`src/rtl/step_pkg.sv`:
```
// -----------------------------------------------------------------------------
// step_pkg
// Shared types and constants for the push-button step controller.
//   state_e        : step FSM states
//   DEF_*          : default timing parameters (in clk cycles)
//   DIR_UP/DIR_DN  : encoding of the 'up' direction output
//   BTN_UP/BTN_DN  : index of each button in the per-button vectors
//   max2()         : elaboration-time helper for parameter arithmetic
// -----------------------------------------------------------------------------
package step_pkg;

  typedef enum logic [1:0] {
    IDLE        = 2'd0,
    HOLD_DELAY  = 2'd1,
    HOLD_REPEAT = 2'd2,
    LOCK        = 2'd3
  } state_e;

  localparam int DEF_DB_CYCLES    = 500_000;
  localparam int DEF_REPEAT_DELAY = 25_000_000;
  localparam int DEF_REPEAT_RATE  = 5_000_000;

  localparam logic DIR_UP = 1'b1;
  localparam logic DIR_DN = 1'b0;

  localparam int BTN_UP = 0;
  localparam int BTN_DN = 1;

  function automatic int max2(input int a, input int b);
    return (a > b) ? a : b;
  endfunction

endpackage

```
`src/rtl/btn_debounce.sv`:
```
// -----------------------------------------------------------------------------
// btn_debounce
// One raw active-low button -> synchronised, debounced pressed level plus
// single-cycle press/release events.
//   clk, rst      : clock, asynchronous active-high reset
//   raw_n         : raw button, active-low, asynchronous to clk
//   level         : debounced pressed level (1 = pressed)
//   press         : one cycle high after level rises
//   release_pulse : one cycle high after level falls ('release' is a reserved
//                   word, hence the longer name)
// -----------------------------------------------------------------------------
module btn_debounce
  import step_pkg::*;
#(
  parameter int DB_CYCLES = DEF_DB_CYCLES
) (
  input  logic clk,
  input  logic rst,
  input  logic raw_n,
  output logic level,
  output logic press,
  output logic release_pulse
);

  localparam int CW = $clog2(DB_CYCLES + 1);
  localparam logic [CW-1:0] CNT_LAST = CW'(DB_CYCLES - 1);

  logic          meta_q, meta_d;
  logic          sync_q, sync_d;
  logic          level_q, level_d;
  logic          level_prev_q, level_prev_d;
  logic [CW-1:0] cnt_q, cnt_d;

  always_comb begin
    // Inversion happens before the synchroniser so reset means "released".
    meta_d       = ~raw_n;
    sync_d       = meta_q;
    level_prev_d = level_q;
    level_d      = level_q;
    cnt_d        = '0;
    if (sync_q != level_q) begin
      // The counter only runs while the input disagrees with the level, so any
      // agreement (a glitch ending) throws away the accumulated count.
      if (cnt_q == CNT_LAST) begin
        level_d = sync_q;
      end else begin
        cnt_d = cnt_q + 1'b1;
      end
    end
  end

  always_ff @(posedge clk or posedge rst) begin
    if (rst) begin
      meta_q       <= 1'b0;
      sync_q       <= 1'b0;
      level_q      <= 1'b0;
      level_prev_q <= 1'b0;
      cnt_q        <= '0;
    end else begin
      meta_q       <= meta_d;
      sync_q       <= sync_d;
      level_q      <= level_d;
      level_prev_q <= level_prev_d;
      cnt_q        <= cnt_d;
    end
  end

  assign level         = level_q;
  assign press         = level_q & ~level_prev_q;
  assign release_pulse = ~level_q & level_prev_q;

endmodule

```
`src/rtl/btn_step_ctrl.sv`:
```
// -----------------------------------------------------------------------------
// btn_step_ctrl
// Turns the up/down push-buttons into step pulses plus a direction level for
// the sequence FSM, with hold-to-repeat and two-button lockout.
//   clk, rst  : clock, asynchronous active-high reset
//   btn_up_n  : raw up button, active-low, asynchronous
//   btn_dn_n  : raw down button, active-low, asynchronous
//   step      : one-cycle pulse, advance the sequence one position
//   up        : direction (1 = up), updated only on the first step of a press
//   locked    : high while both buttons are involved (LOCK state)
// -----------------------------------------------------------------------------
module btn_step_ctrl
  import step_pkg::*;
#(
  parameter int DB_CYCLES    = DEF_DB_CYCLES,
  parameter int REPEAT_DELAY = DEF_REPEAT_DELAY,
  parameter int REPEAT_RATE  = DEF_REPEAT_RATE
) (
  input  logic clk,
  input  logic rst,
  input  logic btn_up_n,
  input  logic btn_dn_n,
  output logic step,
  output logic up,
  output logic locked
);

  // Intervals below 2 would let step stay high on back-to-back cycles.
  localparam int DELAY_EFF = max2(REPEAT_DELAY, 2);
  localparam int RATE_EFF  = max2(REPEAT_RATE, 2);
  localparam int TW        = $clog2(max2(REPEAT_DELAY, REPEAT_RATE) + 1);
  localparam logic [TW-1:0] DELAY_LOAD = TW'(DELAY_EFF - 1);
  localparam logic [TW-1:0] RATE_LOAD  = TW'(RATE_EFF - 1);

  logic [1:0] raw_n;
  logic [1:0] lvl;
  logic [1:0] prs;
  logic [1:0] rel;

  assign raw_n[BTN_UP] = btn_up_n;
  assign raw_n[BTN_DN] = btn_dn_n;

  generate
    for (genvar gi = 0; gi < 2; gi++) begin : g_btn
      btn_debounce #(
        .DB_CYCLES(DB_CYCLES)
      ) u_debounce (
        .clk          (clk),
        .rst          (rst),
        .raw_n        (raw_n[gi]),
        .level        (lvl[gi]),
        .press        (prs[gi]),
        .release_pulse(rel[gi])
      );
    end
  endgenerate

  state_e        state_q, state_d;
  logic [TW-1:0] timer_q, timer_d;
  logic          step_q, step_d;
  logic          up_q, up_d;

  logic other_lvl;
  logic held_rel;

  // While holding, up_q identifies which button started the hold.
  assign other_lvl = (up_q == DIR_UP) ? lvl[BTN_DN] : lvl[BTN_UP];
  assign held_rel  = (up_q == DIR_UP) ? rel[BTN_UP] : rel[BTN_DN];

  always_comb begin
    state_d = state_q;
    timer_d = timer_q;
    step_d  = 1'b0;
    up_d    = up_q;
    case (state_q)
      IDLE: begin
        timer_d = '0;
        if (prs[BTN_UP] && prs[BTN_DN]) begin
          state_d = LOCK;
        end else if (prs[BTN_UP] || prs[BTN_DN]) begin
          // A press while the other button is already down involves both.
          if ((prs[BTN_UP] && lvl[BTN_DN]) || (prs[BTN_DN] && lvl[BTN_UP])) begin
            state_d = LOCK;
          end else begin
            step_d  = 1'b1;
            up_d    = prs[BTN_UP] ? DIR_UP : DIR_DN;
            timer_d = DELAY_LOAD;
            state_d = HOLD_DELAY;
          end
        end
      end
      HOLD_DELAY, HOLD_REPEAT: begin
        // Lockout beats release, and both beat a coincident timer expiry.
        if (other_lvl) begin
          state_d = LOCK;
          timer_d = '0;
        end else if (held_rel) begin
          state_d = IDLE;
          timer_d = '0;
        end else if (timer_q == '0) begin
          step_d  = 1'b1;
          timer_d = RATE_LOAD;
          state_d = HOLD_REPEAT;
        end else begin
          timer_d = timer_q - 1'b1;
        end
      end
      LOCK: begin
        timer_d = '0;
        if (!lvl[BTN_UP] && !lvl[BTN_DN]) begin
          state_d = IDLE;
        end
      end
      default: begin
        state_d = IDLE;
        timer_d = '0;
      end
    endcase
  end

  always_ff @(posedge clk or posedge rst) begin
    if (rst) begin
      state_q <= IDLE;
      timer_q <= '0;
      step_q  <= 1'b0;
      up_q    <= DIR_UP;
    end else begin
      state_q <= state_d;
      timer_q <= timer_d;
      step_q  <= step_d;
      up_q    <= up_d;
    end
  end

  assign step   = step_q;
  assign up     = up_q;
  assign locked = (state_q == LOCK);

endmodule

```
`config.mk`:
```
export PLATFORM = sky130hd
export DESIGN_NAME = btn_step_ctrl
export DESIGN_NICKNAME = d
export VERILOG_FILES = /design/src/rtl/step_pkg.sv /design/src/rtl/btn_debounce.sv /design/src/rtl/btn_step_ctrl.sv
export SDC_FILE = /design/constraint.sdc
export NUM_CORES = 1
export LEC_CHECK = 0
export BUFFER_PORTS_ARGS = -buffer_cell sky130_fd_sc_hd__buf_2
export CAP_MARGIN = 20
export CORE_ASPECT_RATIO = 0.6
export CORE_MARGIN = 2
export CORE_UTILIZATION = 49
export CTS_BUF_LIST = sky130_fd_sc_hd__clkbuf_8
export DETAILED_ROUTE_END_ITERATION = 8
export PLACE_DENSITY = 0.71
export REMOVE_ABC_BUFFERS = 1
export SLEW_MARGIN = 20
export SYNTH_ARGS = -nofsm -noshare
export SYNTH_HDL_FRONTEND = slang
export SYNTH_SLANG_ARGS = --single-unit
```
`constraint.sdc`:
```
create_clock -name clk -period 2.7 [get_ports clk]
set_input_delay 0 -clock clk [delete_from_list [all_inputs] [get_ports clk]]
set_output_delay 0 -clock clk [all_outputs]
set_load 0.01 [all_outputs]
```
==> flow_summary.toml <==
[logic_synthesis]
synth_top_cell_area_share = 0.495
cells_after_synth = 372
post-synth-top-area-cell = "dfrtp_1"
synth.avg_cell_area_um2 = 10.1
synth_enable_flop_cells = 0
synth.yosys.seq_area_share = 0.502
cell_area_after_technology_mapping_mm2 = 0.00374
yosysWarningCount = 0
synth_most_common_cell = "dfrtp_1"
synth_flop_type = "dfrtp_1"
synth.top_cells.by_area = "dfrtp_1 (49%), xor2_1 (6.8%), xnor2_1 (6.1%)"
synth-seq-cells = 75
synth_async_sr_flop_share = 1.00
synth.cells.most_frequent = "dfrtp_1 (74), nor2_1 (59), xor2_1 (29)"
synthDistinctLibCells = 51

[finish]
fill_cell_instance_count_of_the_final_layout = 669
final_design_area_no_fill_mm2 = 0.00412
num_antenna_cells = 0
finalNetCount = 398
area_of_combinational_cells_with_multiple_inputs_mm2 = 0.00177
layout.core_utilization = 0.563
post_route_cells_drive_above_1_share = 0.125
area.sequential_mm2 = 0.00188
flow.area_growth_from_synthesis_pct = 10.2

[sta]
grt_setup_unrepaired = "no"
least_margin_pin_slew_ps = 711
clock-skew-final_ps = 8.44
hold_viol_final = 0
finalSetupTns_ps = 0
max_freq_mhz = 425
period_minus_slack_ps = 2350
slew_viol_final = 0
period_share = 0.871
setup_violations = 0
max-slew-margin-rel = 0.522

[worst_setup_path]
critical_path.n_buffers_inverters = 0
setup.worst_path.end_class = "flip-flop"
timing.setup.critical_path_class = "reg2reg"
critical_path.cell_chain = "or4_1, nor3_2, nand4_4, a21oi_2, mux2_1"
crit_arrival_ps = 2600
timing.critical_path.slowest_stage_cell = "or4_1"
slowest_delay_ps = 620
start_kind = "flip-flop"
crit_family = "simple AND/OR/NAND/NOR gates"
worstPathRequired_ps = 2950
crit_path_max_fanout = 8

[clock_network]
root_buffer_cell = "clkbuf_8"
worst_skew_pair.late_latency_ps = 360
cts_repair_resize_count = 0
cts_htree_levels = 3
cts_tree = "built"
cts_made_buffers = 9
clk_pin_slew_ps = 80
cts.sinks = 75
clock_tree.buffer_depth = 2

[route]
uppermost_layer_routed = "met4"
detail_route.first_pass.iterations = 5
via_count = 2624
wire_per_inst_um = 14.0
drt-total-wl_mm = 6.94
length_of_routed_met2_wiring_mm = 2.84
wl_met1_mm = 3.62
drt_first_iter_violations = 167
number_of_nets_still_failing_antenna_checks_after_routing = 0
post_drt_via_cell_ratio = 5.28
met3_length_um = 419
drcViolationCount = 0

[placed_design]
place_hpwl_mm = 4.76
io_port_bufs = 6
postPlaceCellArea_mm2 = 0.00389
finalWeightedCongestion = 0.829

[die]
die_w_um = 117
die_h_um = 71.7
floorplan.initialDensity = 0.511
placeableCoreArea_mm2 = 0.00733
floorplan.die_area_mm2 = 0.00838
pin_count = 7
standard_cell_row_count = 24

[global_route]
wire_length_of_the_first_global_routing_pass_mm = 12.4
groute.usage.overall = 0.194
grt_pass1_vias = 2552
overflow = 0
grt_antenna_before_repair = 0
grt_start_max_net_pins = 37

[flow_run]
max_cap_viol_count = 0

[status]
run_status = "finished clean"

[power]
cellInternalPower_uw = 1600
p_seq_frac = 0.551
clockPowerShare = 0.423
irDropWorstVdd_v = 0.000276
combinationalPowerShare = 0.026
power_switching_share = 0.228
pwr_density_cell_mw_per_mm2 = 502
static-leakage-power_uw = 0.00200
switching_power_uw = 472

[hold_path]
hold_path.class = "in2async"
[tightest hold or removal path: cells and delay by family]
| family | cells | cell delay, ps |
|---|---|---|
| buf+inv | 3 | 890 |
[metal layers]
layer,track usage,up-vias
li1,-,1297
met1,0.290,1258
met2,0.256,65
met3,0.0846,4
met4,0.0510,0
met5,0,-
[layout by cell type (no fill, tap or decap), types with 8 or more instances in the layout]
master / Yosys / layout
clkbuf_8: 0 / 10
dfrtp_1: 74 / 74
inv_1: 14 / 13
nand2_1: 28 / 28
nand3_1: 16 / 16
nand4_1: 9 / 9
nor2_1: 59 / 59
nor3_1: 10 / 10
nor4_1: 8 / 8
o21ai_0: 16 / 16
xnor2_1: 26 / 26
xor2_1: 29 / 29
[cell type report]
cell class	instances	share of cell area
Clock buffer	10	0.0334
Tap cell	104	0.0316
Multi-Input combinational cell	275	0.429
Timing Repair Buffer	13	0.0218
Clock inverter	6	0.0158
Inverter	14	0.0127
Sequential cell	75	0.455
[cells by family after synthesis]
| logic type | after synthesis | share of synthesized area |
|---|---|---|
| compound gates | 34 | 0.0555 |
| buf+inv | 22 | 0.0251 |
| mux | 6 | 0.0174 |
| xor+xnor | 55 | 0.129 |
| fa+ha+maj | 6 | 0.0201 |
| simple gates | 174 | 0.251 |
| flops | 75 | 0.502 |
[power groups by stage]
stage / Sequential (µW) / Clock [µW] / Combinational, µW
global placement: 1160 / 0 / 52.3
finish: 1140 / 876 / 53.6
CTS: 1140 / 905 / 56.3
floorplan: 1160 / 0 / 36.5
detailed placement: 1160 / 0 / 52.8
global route: 1140 / 963 / 64.0
[per-stage QoR]
step / cells / power [µW] / setup slack, ps / hold slack [ps]
2_1_floorplan: 364 / 1200 / 474 / 59.4
3_3_place_gp: 478 / 1220 / 472 / -24.6
3_5_place_dp: 478 / 1220 / 370 / -21.2
4_1_cts: 497 / 2100 / 352 / 126
5_1_grt: 497 / 2170 / 197 / 133
6_report: 497 / 2070 / 348 / 133
[repair_timing]
| item | in CTS | in global routing |
|---|---|---|
| endpoints found under the hold margin | 41 | 0 |
| hold buffers | 3 | 0 |
| setup buffers | 0 | 0 |
[state kept, by name, indices dropped and copies added (netlist names)]
register                       cells
state_q                            2
up                                 1
g_btn.u_debounce.level             2
g_btn.u_debounce.meta_q            2
timer_q                           25
g_btn.u_debounce.cnt_q            38
g_btn.u_debounce.sync_q            2
g_btn.u_debounce.level_prev_q      2
step                               1
[final timing paths]
| kind | slack (ps) | cells past startpoint | to | start |
|---|---|---|---|---|
| worst max-delay path | 350 | 5 | state_q[1] | timer_q[17] |
| worst max register to register | 350 | 5 | state_q[1] | timer_q[17] |
| worst min register to register | 340 | 0 | g_btn[1].u_debounce.sync_q | g_btn[1].u_debounce.meta_q |
| max in group asynchronous | 1780 | 4 | up | rst |
| min in group clk | 320 | 3 | g_btn[0].u_debounce.meta_q | btn_up_n |
| worst min-delay path | 130 | 3 | g_btn[0].u_debounce.cnt_q[5] | rst |
Note: power is estimated with default switching activity, not from simulation.
